[src/rtl/mem_port_arbiter.sv]
// Arbitrates one single-port memory between instruction fetch and data access.
// Data wins ties; a streak limit bounds how long fetch can be held off.
module mem_port_arbiter #(
  parameter int ADDR_W       = 32,
  parameter int DATA_W       = 32,
  parameter int MEM_LAT      = 2,
  parameter int MAX_D_STREAK = 4
) (
  input  logic              clk,
  input  logic              rst,
  input  logic              if_req,
  input  logic [ADDR_W-1:0] if_addr,
  output logic [DATA_W-1:0] if_rdata,
  output logic              if_ack,
  output logic              stall_if,
  input  logic              flush,
  input  logic              dm_req,
  input  logic              dm_we,
  input  logic [ADDR_W-1:0] dm_addr,
  input  logic [DATA_W-1:0] dm_wdata,
  output logic [DATA_W-1:0] dm_rdata,
  output logic              dm_ack,
  output logic              stall_dm,
  output logic              mem_en,
  output logic              mem_we,
  output logic [ADDR_W-1:0] mem_addr,
  output logic [DATA_W-1:0] mem_wdata,
  input  logic [DATA_W-1:0] mem_rdata
);

  // state | meaning
  // IDLE  | arbitrate sampled requests
  // ISSUE | mem_en strobe, counter loaded
  // WAIT  | counting down to read-data valid
  // RESP  | owner's ack pulse
  typedef enum logic [1:0] {IDLE, ISSUE, WAIT, RESP} state_t;

  localparam int CNT_W = (MEM_LAT > 1) ? $clog2(MEM_LAT) : 1;
  localparam int STK_W = $clog2(MAX_D_STREAK + 1);

  state_t           state;
  logic [CNT_W-1:0] cnt;
  logic [STK_W-1:0] streak;
  logic             kill;
  logic             owner_dm;
  logic             lat_we;

  logic streak_max;
  logic grant_if;
  logic grant_dm;
  logic done;

  assign streak_max = (streak == STK_W'(MAX_D_STREAK));
  assign grant_if   = if_req && (!dm_req || streak_max);
  assign grant_dm   = dm_req && !grant_if;
  assign done       = ((state == ISSUE) && (MEM_LAT == 1)) ||
                      ((state == WAIT) && (cnt == CNT_W'(1)));

  assign stall_if = if_req & ~if_ack;
  assign stall_dm = dm_req & ~dm_ack;

  always_ff @(posedge clk or negedge rst) begin
    if (!rst) begin
      state     <= IDLE;
      cnt       <= '0;
      streak    <= '0;
      kill      <= 1'b0;
      owner_dm  <= 1'b0;
      lat_we    <= 1'b0;
      mem_en    <= 1'b0;
      mem_we    <= 1'b0;
      mem_addr  <= '0;
      mem_wdata <= '0;
      if_rdata  <= '0;
      dm_rdata  <= '0;
      if_ack    <= 1'b0;
      dm_ack    <= 1'b0;
    end else begin
      case (state)
        IDLE: begin
          kill <= 1'b0;
          if (grant_if) begin
            state    <= ISSUE;
            owner_dm <= 1'b0;
            lat_we   <= 1'b0;
            mem_en   <= 1'b1;
            mem_we   <= 1'b0;
            mem_addr <= if_addr;
            streak   <= '0;
          end else if (grant_dm) begin
            state     <= ISSUE;
            owner_dm  <= 1'b1;
            lat_we    <= dm_we;
            mem_en    <= 1'b1;
            mem_we    <= dm_we;
            mem_addr  <= dm_addr;
            mem_wdata <= dm_wdata;
            if (!if_req)
              streak <= '0;
            else if (!streak_max)
              streak <= streak + STK_W'(1);
          end
        end
        ISSUE: begin
          mem_en <= 1'b0;
          mem_we <= 1'b0;
          cnt    <= CNT_W'(MEM_LAT - 1);
          if (MEM_LAT > 1)
            state <= WAIT;
        end
        WAIT: cnt <= cnt - CNT_W'(1);
        RESP: begin
          if_ack <= 1'b0;
          dm_ack <= 1'b0;
          state  <= IDLE;
        end
        default: state <= IDLE;
      endcase

      if ((state != IDLE) && !owner_dm && flush)
        kill <= 1'b1;

      // A flush in the capture cycle itself must also suppress the fetch response
      if (done) begin
        state <= RESP;
        if (owner_dm) begin
          dm_ack <= 1'b1;
          if (!lat_we)
            dm_rdata <= mem_rdata;
        end else if (!(kill || flush)) begin
          if_ack   <= 1'b1;
          if_rdata <= mem_rdata;
        end
      end
    end
  end

endmodule
[config.mk]
export PLATFORM = sky130hd
export DESIGN_NAME = mem_port_arbiter
export DESIGN_NICKNAME = d
export VERILOG_FILES = /design/src/rtl/mem_port_arbiter.sv
export SDC_FILE = /design/constraint.sdc
export NUM_CORES = 1
export LEC_CHECK = 0
export CAP_MARGIN = 20
export CORE_MARGIN = 1.5
export CORE_UTILIZATION = 45
export CTS_CLUSTER_DIAMETER = 80
export DETAILED_ROUTE_END_ITERATION = 8
export PLACE_DENSITY_LB_ADDON = 0.3
export SLEW_MARGIN = 20
export SYNTH_ARGS = -nofsm -noshare
export SYNTH_HDL_FRONTEND = slang
export SYNTH_SLANG_ARGS = --single-unit
[constraint.sdc]
create_clock -name clk -period 3.2 [get_ports clk]
set_clock_uncertainty 0.05 [all_clocks]
set_input_delay 0.48 -clock clk [delete_from_list [all_inputs] [get_ports clk]]
set_output_delay 0.48 -clock clk [all_outputs]
set_load 0.02 [all_outputs]
==> out/metrics.yaml, run 1 <==
place:
  placed_area_um2: 8770
  gp_congestion: 0.816
  port_buffers: 267
  dp_hpwl_um: 11400
  dp.cells: 866
global_route:
  grt_max_degree: 90
  grt_pass1_wl_um: 25600
  grt_use_total_pct: 23.3
  antenna_found_initial: 0
  grt_overflow: 0
  first_global_vias: 4988
yosys:
  yosysTopAreaCellShare_pct: 59.2
  synth_cells: 448
  ys_top_cells_by_area: "dfrtp_1 59%, mux2_2 13%, mux2_4 7.3%"
  synth_top_area_cell: "dfrtp_1"
  synth_warnings: 0
  async_flop_share_pct: 100
  syn_nets: 588
  yosysSeqAreaShare_pct: 59.2
  netlist_area_um2: 5960
  synth-seq-cells: 141
  syn_area_per_cell_um2: 13.3
  synth_most_common_cell: "dfrtp_1"
  ys_top_cells_by_count: "141 x dfrtp_1, 67 x mux2_2, 67 x nand2_1, 33 x o211ai_1, 32 x nand4_1"
  synthFlopType: "dfrtp_1"
  synthDistinctLibCells: 34
  synth_edf_count: 0
die:
  start_util_pct: 46.7
  die_area_um2: 13900
  rows: 41
  die_w_um: 118
  core_um2: 12800
  ios: 268
  dieHeight_um: 118
setup_path:
  crit_required_ns: 2.67
  reg2reg_depth: 6
  start_kind: "primary input"
  reg2reg_slack_ns: 0.94
  cp-end-kind: "primary output"
  reg2reg_to: "dm_rdata[27]"
  crit_fanout: 29
  cp.arrival_ns: 2.10
  r2r_start: "state[0]"
  worstSetupPathType: "in -> out"
run_status:
  outcome: "completed"
flow_run:
  drv_cap: 0
detailed_routing:
  routedWlPerCell_um: 17.6
  drtAntennaViolNets: 0
  routed_wirelength_um: 15800
  dr.pass1.iters: 4
  dr_total_vias: 4617
  vias_per_cell: 5.15
  drtIter0Drc: 246
  drc: 0
layout:
  num-nets-final: 853
  regArea_um2: 3530
  diodes: 0
  layoutNonFillerInstCount: 897
  nFillCells: 842
  design_area_um2: 9410
  utilization_pct: 73.7
  syn_to_final_growth_pct: 57.8
  multi_input_area_um2: 2200
  drive_gt1_share_pct: 19.9
cts:
  cts_buffers: 17
  post_cts_buffers: 0
  cts.sinks: 141
  post_cts_resized: 0
  cts_hold_buf: 0
  root_buffer: "clkbuf_16"
  clkSlewWorstSetupHoldPaths_ns: 0.06
  insertion_delay_ns: 0.41
  htree_levels: 4
  cts.path.max_buffers: 2
  cts_tree: "built"
power_and_ir_drop:
  p_per_area_nw_per_um2: 1080
  ir_worst_vdd_uv: 532
  leakagePower_uw: 0.00399
  finalPower_uw: 10200
timing:
  fin_crit_sh_pct: 82.2
  fmax_mhz: 380
  hold_viol: 0
  finalSetupViolCount: 0
  relSlewSlack_pct: 45.1
  rsz0062_at_grt: "false"
  drv_slew: 0
  tns_ns: 0
  min_period_ns: 2.63
  max_slew.worst_pin.slew_ns: 0.823
min_path:
  holdCritPathClass: "in -> async"
==> cell type report <==
class / count / share of cell area (%)
Tap cell: 172 / 2.29
Clock inverter: 11 / 2.03
Timing Repair Buffer: 280 / 29.7
Sequential cell: 141 / 37.5
Clock buffer: 20 / 4.75
Multi-Input combinational cell: 265 / 23.4
Inverter: 8 / 0.319
==> where the power goes <==
group / leakage (uW) / switching [uW] / total, uW / internal [uW]
sequential: 0.00170 / 503 / 3180 / 2680
combinational: 0.00199 / 2320 / 4870 / 2550
clock: 0.000302 / 717 / 2110 / 1400
==> critical path, stage by stage <==
cell	delay [ns]
clkdlybuf4s50_1	0.49
buf_4	0.30
nor2b_1	0.20
clkdlybuf4s50_1	0.62
==> worst max path at each step <==
| stage | from | endpoint | slack (ns) | cells past startpoint |
|---|---|---|---|---|
| floorplan | if_req | stall_if | 1.29 | 3 |
| CTS | if_req | stall_if | 0.60 | 4 |
| global placement | if_req | stall_if | 0.61 | 4 |
| finish | if_req | stall_if | 0.57 | 4 |
| detailed placement | if_req | stall_if | 0.61 | 4 |
| global route | if_req | stall_if | 0.55 | 4 |
==> registers in the layout (all words and copies together), names as in the netlist <==
register,flops
if_rdata,32
dm_ack,1
owner_dm,1
kill,1
streak,3
mem_addr,32
lat_we,1
cnt,1
dm_rdata,32
state,2
mem_wdata,32
mem_en,1
if_ack,1
mem_we,1
==> cells in the final DEF (no fill, tap or decap), types with 3 or more instances in the layout <==
cell / n
o21ai_0: 5
dfrtp_1: 141
nand4_1: 32
buf_4: 11
clkinvlp_4: 3
inv_1: 8
o211ai_1: 33
nand2_1: 67
mux2_4: 29
ha_1: 6
clkbuf_16: 17
clkdlybuf4s50_1: 266
mux2_2: 67
bufinv_16: 5
==> layer usage <==
metal,share of wire [%],up-vias,global-route usage [%]
met2,51,218,40.3
met1,39,2249,27.1
li1,-,2127,-
met5,0,-,0
met4,1.9,0,8.99
met3,7.6,23,7.22
==> metrics by stage <==
stage               worst slack [ns]  hold WS (ns)
floorplan                       1.29         0.134
global placement               0.613         0.425
detailed placement             0.610         0.434
CTS                            0.595         0.116
global route                   0.548         0.124
finish                         0.570        0.0690
==> cell families after synthesis <==
| family | Yosys count | share of synthesized area [%] |
|---|---|---|
| AND/OR/NAND/NOR | 108 | 8.52 |
| multiplexers | 97 | 20.1 |
| AO/OA/AOI/OAI | 53 | 6.61 |
| XOR/XNOR | 1 | 0.147 |
| flip-flops | 141 | 59.2 |
| buffers and inverters | 42 | 4.13 |
| adder cells (fa/ha/maj) | 6 | 1.26 |
No activity file was read; power rests on OpenSTA's default activity.
==> inputs of run 2 (changes only) <==
CORE_UTILIZATION = 38   (was 45)
clock period = 2.2 ns   (was 3.2 ns; I/O delays follow)
==> out/metrics.yaml, run 2 (synthesis gave the netlist of run 1 again) <==
detailed_routing:
  drtIter0Drc: 185  # -25%
  dr_total_vias: 4678  # +1.3%
  drc: 0  # unchanged
  vias_per_cell: 4.97  # -3.4%
  drtAntennaViolNets: 0  # unchanged
  routed_wirelength_um: 16200  # +2.8%
  dr.pass1.iters: 4  # unchanged
  routedWlPerCell_um: 17.2  # -2.0%
timing:
  rsz0062_at_grt: "false"
  drv_slew: 0  # unchanged
  hold_viol: 0  # unchanged
  fin_crit_sh_pct: 90.3
  relSlewSlack_pct: 66.9  # +22 points
  finalSetupViolCount: 0  # unchanged
  max_slew.worst_pin.slew_ns: 0.496  # -0.327 ns
  min_period_ns: 1.99
  hold_slack_ns: 0.378  # +0.309 ns
  tns_ns: 0  # unchanged
  fmax_mhz: 504
cts:
  root_buffer: "clkbuf_16"
  cts_tree: "built"
  clkSlewWorstSetupHoldPaths_ns: 0.06  # about the same
  post_cts_resized: 0  # unchanged
  htree_levels: 4  # unchanged
  cts_buffers: 17  # unchanged
  cts.path.max_buffers: 2  # unchanged
  insertion_delay_ns: 0.41  # about the same
  cts.sinks: 141  # unchanged
layout:
  diodes: 0  # unchanged
  num-nets-final: 858  # +0.59%
  syn_to_final_growth_pct: 60.1
  drive_gt1_share_pct: 20.3  # +0.41 points
  mostFrequentLayoutCells: "266 x clkdlybuf4s50_1, 141 x dfrtp_1, 67 x nand2_1, 67 x mux2_2, 33 x o211ai_1"
  final_common_cell: "clkdlybuf4s50_1"
  layoutNonFillerInstCount: 941  # +4.9%
place:
  dp_hpwl_um: 11600  # +1.5%
  port_buffers: 267  # unchanged
  gp_congestion: 0.779  # -4.5%
  dp.cells: 909  # +5.0%
setup_path:
  worstSetupPathType: "reg -> out"
  crit_family: "buffers and inverters"
  crit_fanout: 3  # -90%
  crit_chain: "nor2b_1, clkdlybuf4s50_1"
  reg2reg_to: "if_rdata[5]"
  crit_start: "if_ack"
  cp-end-kind: "primary output"
  start_kind: "flop"
  cpMaxStageDelayCell: "clkdlybuf4s50_1"
  reg2reg_depth: 6  # unchanged
  cp.arrival_ns: 1.61  # -0.49 ns
  reg2reg_slack_ns: 0.25  # -0.69 ns
  r2r_start: "state[0]"
  crit_required_ns: 1.82  # -0.85 ns
  critPathBufInv: 1  # -2
  slowest_delay_ns: 0.61  # about the same
die:
  start_util_pct: 39.1  # -7.6 points
  dieHeight_um: 128  # +8.6%
  die_w_um: 128  # +8.6%
  ios: 268  # unchanged
  die_area_um2: 16400  # +18%
  rows: 45  # +9.8%
  core_um2: 15300  # +19%
global_route:
  grt_max_degree: 50  # -44%
  grt_pass1_wl_um: 25900  # +1.0%
  grt_use_total_pct: 20.5  # -2.8 points
  antenna_found_initial: 0  # unchanged
  grt_overflow: 0  # unchanged
  first_global_vias: 4989  # +0.020%
power_and_ir_drop:
  p_per_area_nw_per_um2: 1560  # +44%
  ir_worst_vdd_uv: 723  # +36%
  leakagePower_uw: 0.00404  # +1.2%
min_path:
  holdCritPathClass: "in -> async"
flow_run:
  drv_cap: 0  # unchanged
run_status:
  outcome: "completed"
-- run 2: changes by cell type in the layout (fill, tap and decap cells not counted), sizes merged --
| cell | before | now |
|---|---|---|
| buf | 14 | 18 |
| clkbuf | 20 | 21 |
| clkinvlp | 3 | 2 |
| dlygate4sd3 | 0 | 1 |
-- run 2: area by class of cell --
type	instances	area, um^2
inverters	8	30.0
multi-input cells	265	2200
flip-flops and latches	141	3530
repair buffers	285	2870
clock buffers	21	460
clock inverters	10	188
well taps	211	264
fillers	1184	5710
-- run 2: how the worst max path moves through the flow --
stage	cells past startpoint	to	slack (ns)
after floorplan	7	if_rdata[0]	0.33
after global placement	4	if_rdata[2]	0.20
after detailed placement	4	if_rdata[5]	0.19
after CTS	2	stall_if	0.19
after global routing	2	stall_if	0.14
final	2	stall_if	0.21
-- run 2: stage by stage --
| stage | total power (uW) | worst slack, ns | cell area [um^2] | util, % |
|---|---|---|---|---|
| after detailed placement | 11800 | 0.189 | 8890 | 58.2 |
| final | 14900 | 0.214 | 9540 | 62.6 |
| after CTS | 15100 | 0.190 | 9540 | 62.6 |
| after global placement | 11600 | 0.200 | 8890 | 58.2 |
| after floorplan | 8380 | 0.325 | 5960 | - |
| after global routing | 15700 | 0.136 | 9540 | 62.6 |
-- run 2: worst register-to-register path: stages, from the launching register on --
cell     delay [ns]
dfrtp_1        0.41
inv_1          0.09
ha_1           0.18
nand2_2        0.11
or4_4          0.45
buf_12         0.20
mux2_4         0.34
-- run 2: power breakdown --
part | internal (uW) | switching, uW | leakage [uW]
clock | 2070 | 1070 | 0.000309
combinational | 3750 | 3360 | 0.00203
sequential | 3900 | 739 | 0.00170
-- run 2: routing by layer --
layer / wire [um] / track usage (%)
met5: 0 / 0
met3: 1430 / 7.43
met2: 8250 / 35.9
met4: 268 / 7.93
met1: 6240 / 22.8
-- run 2: repair_timing --
item / 4_1_cts / 5_1_grt
hold buffers: 1 / 0
endpoints found under the hold margin: 45 / 0
buffers inserted: 0 / 0
